## src/rtl/sound_event_scheduler_pkg.sv

```systemverilog
// Shared types and constants for the sound event scheduler: event sources,
// tone prescaler values for the 25 MHz tone generator and FSM states.
package sound_event_scheduler_pkg;

  localparam int N_EVT_DEFAULT = 6;
  localparam int EVT_W         = $clog2(N_EVT_DEFAULT);

  typedef enum logic [EVT_W-1:0] {
    EVT_HOLE      = 3'd0,
    EVT_BALL      = 3'd1,
    EVT_BORDER    = 3'd2,
    EVT_KEY_ENTER = 3'd3,
    EVT_KEY_LR    = 3'd4,
    EVT_KEY_UD    = 3'd5
  } evtIdx_e;

  localparam logic [9:0] TONE_DO = 10'h175;
  localparam logic [9:0] TONE_RE = 10'h14C;
  localparam logic [9:0] TONE_MI = 10'h128;
  localparam logic [9:0] TONE_FA = 10'h117;
  localparam logic [9:0] TONE_LA = 10'h0DD;
  localparam logic [9:0] TONE_SI = 10'h18B;

  typedef enum logic [1:0] {
    S_IDLE,
    S_PLAY,
    S_GAP
  } state_e;

endpackage

```

## src/rtl/sound_event_scheduler_tone_lut.sv

```systemverilog
// Maps an event source index to the prescaler value of its tone.
// Indices without a tone give 10'h000 (silence).
module sound_event_scheduler_tone_lut
  import sound_event_scheduler_pkg::*;
#(
  parameter int IDX_W = EVT_W
) (
  input  logic [IDX_W-1:0] idx,
  output logic [9:0]       preScale
);

  // NOTE: every output of a combinational block gets a default first, so no path can infer a latch.
  always_comb begin
    preScale = '0;
    case (int'(idx))
      int'(EVT_HOLE):      preScale = TONE_LA;
      int'(EVT_BALL):      preScale = TONE_FA;
      int'(EVT_BORDER):    preScale = TONE_SI;
      int'(EVT_KEY_ENTER): preScale = TONE_DO;
      int'(EVT_KEY_LR):    preScale = TONE_RE;
      int'(EVT_KEY_UD):    preScale = TONE_MI;
      default:             preScale = '0;
    endcase
  end

endmodule

```

## src/rtl/sound_event_scheduler.sv

```systemverilog
// Latches one-shot sound events (one deep per source), grants them by fixed
// priority (index 0 first) and plays each as a timed tone followed by a gap.
module sound_event_scheduler
  import sound_event_scheduler_pkg::*;
#(
  parameter int N_EVT       = N_EVT_DEFAULT,
  parameter int TONE_CYCLES = 2_500_000,
  parameter int GAP_CYCLES  = 250_000
) (
  input  logic             clk,
  input  logic             resetN,
  input  logic             soundOn,
  input  logic [N_EVT-1:0] evtReq,
  output logic [9:0]       preScaleValue,
  output logic             enableSound,
  output logic             busy,
  output logic [N_EVT-1:0] pending
);

  localparam int MAX_CYC = (TONE_CYCLES > GAP_CYCLES) ? TONE_CYCLES : GAP_CYCLES;
  localparam int TIMER_W = $clog2(MAX_CYC + 1);
  localparam int IDX_W   = (N_EVT > 1) ? $clog2(N_EVT) : 1;

  state_e             state, stateNext;
  logic [TIMER_W-1:0] timer, timerNext;
  logic [9:0]         preScaleNext, lutValue;
  logic               enableNext;
  logic [N_EVT-1:0]   evtReqD, evtEdge, grantMask;
  logic [IDX_W-1:0]   grantIdx;
  logic               doGrant;

  assign evtEdge = evtReq & ~evtReqD;
  assign busy    = (state != S_IDLE);

  // Lowest set index wins: scan from the top so lower indices overwrite.
  always_comb begin
    grantIdx = '0;
    for (int i = N_EVT - 1; i >= 0; i--) begin
      if (pending[i]) grantIdx = IDX_W'(i);
    end
  end

  sound_event_scheduler_tone_lut #(.IDX_W(IDX_W)) uToneLut (
    .idx      (grantIdx),
    .preScale (lutValue)
  );

  always_comb begin
    stateNext    = state;
    timerNext    = timer;
    preScaleNext = preScaleValue;
    enableNext   = enableSound;
    grantMask    = '0;
    doGrant      = 1'b0;

    if (!soundOn) begin
      stateNext    = S_IDLE;
      timerNext    = '0;
      preScaleNext = '0;
      enableNext   = 1'b0;
    end else begin
      case (state)
        S_IDLE: doGrant = 1'b1;
        S_PLAY: begin
          if (timer == '0) begin
            preScaleNext = '0;
            enableNext   = 1'b0;
            if (GAP_CYCLES > 0) begin
              timerNext = TIMER_W'(GAP_CYCLES - 1);
              stateNext = S_GAP;
            end else begin
              stateNext = S_IDLE;
              doGrant   = 1'b1;
            end
          end else begin
            timerNext = timer - 1'b1;
          end
        end
        S_GAP: begin
          if (timer == '0) begin
            stateNext = S_IDLE;
            doGrant   = 1'b1;
          end else begin
            timerNext = timer - 1'b1;
          end
        end
        default: stateNext = S_IDLE;
      endcase

      // A grant overrides the IDLE fallback chosen above.
      if (doGrant && (pending != '0)) begin
        grantMask    = N_EVT'(1) << grantIdx;
        timerNext    = TIMER_W'(TONE_CYCLES - 1);
        preScaleNext = lutValue;
        enableNext   = 1'b1;
        stateNext    = S_PLAY;
      end
    end
  end

  // NOTE: sequential state uses non-blocking assignments so every register samples pre-edge values.
  always_ff @(posedge clk or negedge resetN) begin
    if (!resetN) begin
      state         <= S_IDLE;
      timer         <= '0;
      preScaleValue <= '0;
      enableSound   <= 1'b0;
      evtReqD       <= '0;
      pending       <= '0;
    end else begin
      state         <= stateNext;
      timer         <= timerNext;
      preScaleValue <= preScaleNext;
      enableSound   <= enableNext;
      evtReqD       <= evtReq;
      // OR-ing the edge in last lets a new event survive a same-cycle grant.
      pending       <= soundOn ? ((pending & ~grantMask) | evtEdge) : '0;
    end
  end

endmodule
```

## config.mk

```make
export PLATFORM = sky130hd
export DESIGN_NAME = sound_event_scheduler
export DESIGN_NICKNAME = d
export VERILOG_FILES = /design/src/rtl/sound_event_scheduler_pkg.sv /design/src/rtl/sound_event_scheduler_tone_lut.sv /design/src/rtl/sound_event_scheduler.sv
export SDC_FILE = /design/constraint.sdc
export NUM_CORES = 1
export LEC_CHECK = 0
export BUFFER_PORTS_ARGS = -buffer_cell sky130_fd_sc_hd__buf_2
export CAP_MARGIN = 0
export CORE_MARGIN = 2
export CORE_UTILIZATION = 35
export DETAILED_ROUTE_END_ITERATION = 8
export PLACE_DENSITY_LB_ADDON = 0.12
export SKIP_LAST_GASP = 1
export SYNTH_ARGS = -nofsm -noshare
export SYNTH_HDL_FRONTEND = slang
export SYNTH_SLANG_ARGS = --single-unit
```

## constraint.sdc

```tcl
create_clock -name clk -period 6.7 [get_ports clk]
set_input_delay 0.335 -clock clk [delete_from_list [all_inputs] [get_ports clk]]
set_output_delay 0.335 -clock clk [all_outputs]
set_load 0.02 [all_outputs]
```

==> summary.txt <==
Status
  – Run status: finished, final reports clean

Routing
  – Detail Route Antenna Nets: 0
  – Drt drc: 0
  – DRT iter0 DRCs: 39
  – Wire per inst: 16.3 µm
  – Vias: 2209
  – Total wire length: 6.55 mm
  – Vias per cell: 5.51
  – Drt first pass iters: 5

Clocking
  – Setup Buffers After CTS: 0
  – H-tree levels: 2
  – Hold Buf Count CTS: 0
  – CTS tree: yes
  – Post-CTS resize count: 0
  – Clk_lat worst skew: 0.31 ns
  – Clock buffer depth: 2
  – CTS Root Cell: clkbuf_8
  – Worst-path clk slew: 0.10 ns
  – Total CTS buffers: 5
  – Clock Sinks: 46

Synthesis
  – Seq cells post-synth: 46
  – Main area contributors after synthesis: dfrtp_1, a21oi_1, nor2_1
  – Count leader, synth: dfrtp_1
  – Post-synthesis cell type count: 60
  – Post-Syn Instances: 283
  – Syn avg cell area: 9.20 µm²
  – Syn_nets: 294
  – Post-synth EDFFs: 0
  – FFs w/ async S/R, synth: 100%
  – Top FF cell, synth: dfrtp_1
  – Seq/Total Area, Yosys: 44.2%
  – Post-synth top area share: 44.2%
  – Area leader, netlist: dfrtp_1
  – Synth top cells by count: dfrtp_1, nor2_1, a21oi_1
  – Yosys warnings: 0
  – Mapped cell area: 2600 µm²

Floorplan
  – Chip Height: 90.3 µm
  – Core area: 7210 µm²
  – Die Wd: 90.3 µm
  – Initial cell density of the core: 36.1%
  – IO Pins: 27
  – Row cnt: 31
  – Die Footprint: 8150 µm²

GRT
  – Largest net degree at the start of global routing: 47
  – Vias in the first global route: 2214
  – Antenna violations before repair: 0
  – Busiest grt layer: met2
  – First-pass GRT wire length: 11.2 mm
  – Met2 usage: 28.6%
  – GRT Resource Usage Total: 16.9%
  – Total gr overflow: 0
  – Grt met1 use: 22.7%
  – Met3 Use GR: 2.59%

Finish
  – Area grow syn2layout: 9.41%
  – Layout cell share with drive strength beyond 1: 17.5%
  – Fin nets: 312
  – # diodes: 0
  – Fill cells: 782

Worst hold path
  – Worst min-delay path class: in -> reg

STA
  – Final period utilization: 40.6%
  – Maximum clock rate: 367 MHz
  – Setup-failing EPs final: 0
  – Min Tclk post-route: 2.72 ns
  – Setup TNS: 0 ns
  – Worst Skew: 0.00805 ns
  – Worst-Margin Slew: 1.04 ns
  – Max_slew headroom: 30.4%
  – Final hold vios: 0
  – Slew Viols, Final: 0
  – Setup repair after global routing missed its margin: no

Pwr
  – Leakage power: 0.00124 µW
  – Tot Pwr: 827 µW
  – Worst IR Drop VDD: 0.000113 V
  – Pwr Density: 290 nW/µm²

Place
  – GPL Wtd Cong: 0.819
  – Dpl hpwl: 4.65 mm
  – Port Buffers: 25

Setup path
  – Crit end category: register
  – Critical path data required time: 6.89 ns
  – Crit path launch type: register
  – WP data arrival: 2.91 ns
  – Crit Path Category: reg -> reg
  – CP max FO: 13

Job
  – Max cap viols: 0
-- where the power goes --
part	total, µW	switching (µW)	internal, µW	leakage (µW)
Clock	185	108	77.7	0.0000495
Combinational	259	161	98.3	0.000598
Sequential	382	60.1	322	0.000593
Total	827	329	498	0.00124
-- stage by stage --
step | utilization [%] | hold slack, ns | cells | cell area (µm²) | setup WS, ns
2_1_floorplan | - | 0.0394 | 283 | 2610 | 4.61
3_3_place_gp | 38.2 | 0.407 | 393 | 2760 | 4.00
3_5_place_dp | 38.2 | 0.419 | 393 | 2760 | 3.97
4_1_cts | 39.5 | 0.129 | 401 | 2850 | 3.93
5_1_grt | 39.5 | 0.125 | 401 | 2850 | 3.57
6_report | 39.5 | 0.139 | 401 | 2850 | 3.98
-- cell usage in the layout (no fill, tap or decap), types with 2 or more instances in the layout --
master	n
nor2_1	32
a21o_1	4
nor3_1	13
nor4_1	8
nor2b_1	2
nand2b_1	5
or3_1	4
buf_2	25
ha_1	2
o21a_1	3
o2bb2ai_1	7
o31ai_1	3
a22o_1	2
a21oi_1	28
o311ai_0	3
nand3_1	6
inv_1	7
or4_4	2
o22ai_1	3
o211ai_1	7
nor4_2	2
and3_1	2
a32o_1	2
inv_6	3
nand2_1	26
or2_2	2
o21ai_0	19
dfrtp_1	46
clkbuf_8	5
-- state kept, by name (all words and copies together) (netlist names) --
register and cells:
enableSound 1, evtReqD 6, timer 22, preScaleValue 9, pending 6, state 2
-- path summary, 6_finish.rpt --
kind | start | to | slack [ns] | depth (start not counted)
max | timer[0]$_DFFE_PN0P_ | pending[1]$_DFF_PN0_ | 3.98 | 8
min | evtReq[2] | evtReqD[2]$_DFF_PN0_ | 0.14 | 1
max reg2reg | timer[0]$_DFFE_PN0P_ | pending[1]$_DFF_PN0_ | 3.98 | 8
min reg2reg | evtReqD[4]$_DFF_PN0_ | pending[4]$_DFF_PN0_ | 0.43 | 1
max in group asynchronous | resetN | pending[5]$_DFF_PN0_ | 5.85 | 1
min in group asynchronous | resetN | timer[11]$_DFFE_PN0P_ | 0.21 | 1
-- routing by layer --
layer	share of wire, %	vias up
li1	-	1083
met1	47	1075
met2	49	44
met3	2.8	7
met4	1.0	0
met5	0	-
-- cell type report --
| type | instances | area, µm² | area share, % |
|---|---|---|---|
| timing repair buffer | 25 | 125 | 4.39 |
| clock buffer | 5 | 68.8 | 2.41 |
| clock inverter | 3 | 26.3 | 0.922 |
| sequential | 46 | 1150 | 40.4 |
| tap | 99 | 124 | 4.35 |
| multi-input combinational | 216 | 1330 | 46.6 |
| inverter | 7 | 26.3 | 0.922 |
-- kinds of logic (layout without fill, tap and decap cells) --
| group | Yosys count | in the layout | synth area share, % |
|---|---|---|---|
| xor gates and xnor gates | 1 | 1 | 0.336 |
| AOI/OAI and AO/OA | 97 | 97 | 25.7 |
| DFF | 46 | 46 | 44.2 |
| other | 1 | 1 | 0.144 |
| buffers and inverters | 21 | 40 | 4.80 |
| and+or+nand+nor | 115 | 115 | 23.8 |
| adders and majority gates | 2 | 2 | 0.960 |
-- critical path: stages, from the launching register on --
cell      delay [ns]
dfrtp_1         0.43
inv_1           0.11
ha_1            0.16
nor4b_2         0.29
nand4b_2        0.31
o21ai_2         0.32
nand3_1         0.50
o211ai_1        0.36
o21ai_0         0.12
Power figures use the tool's default switching activity.
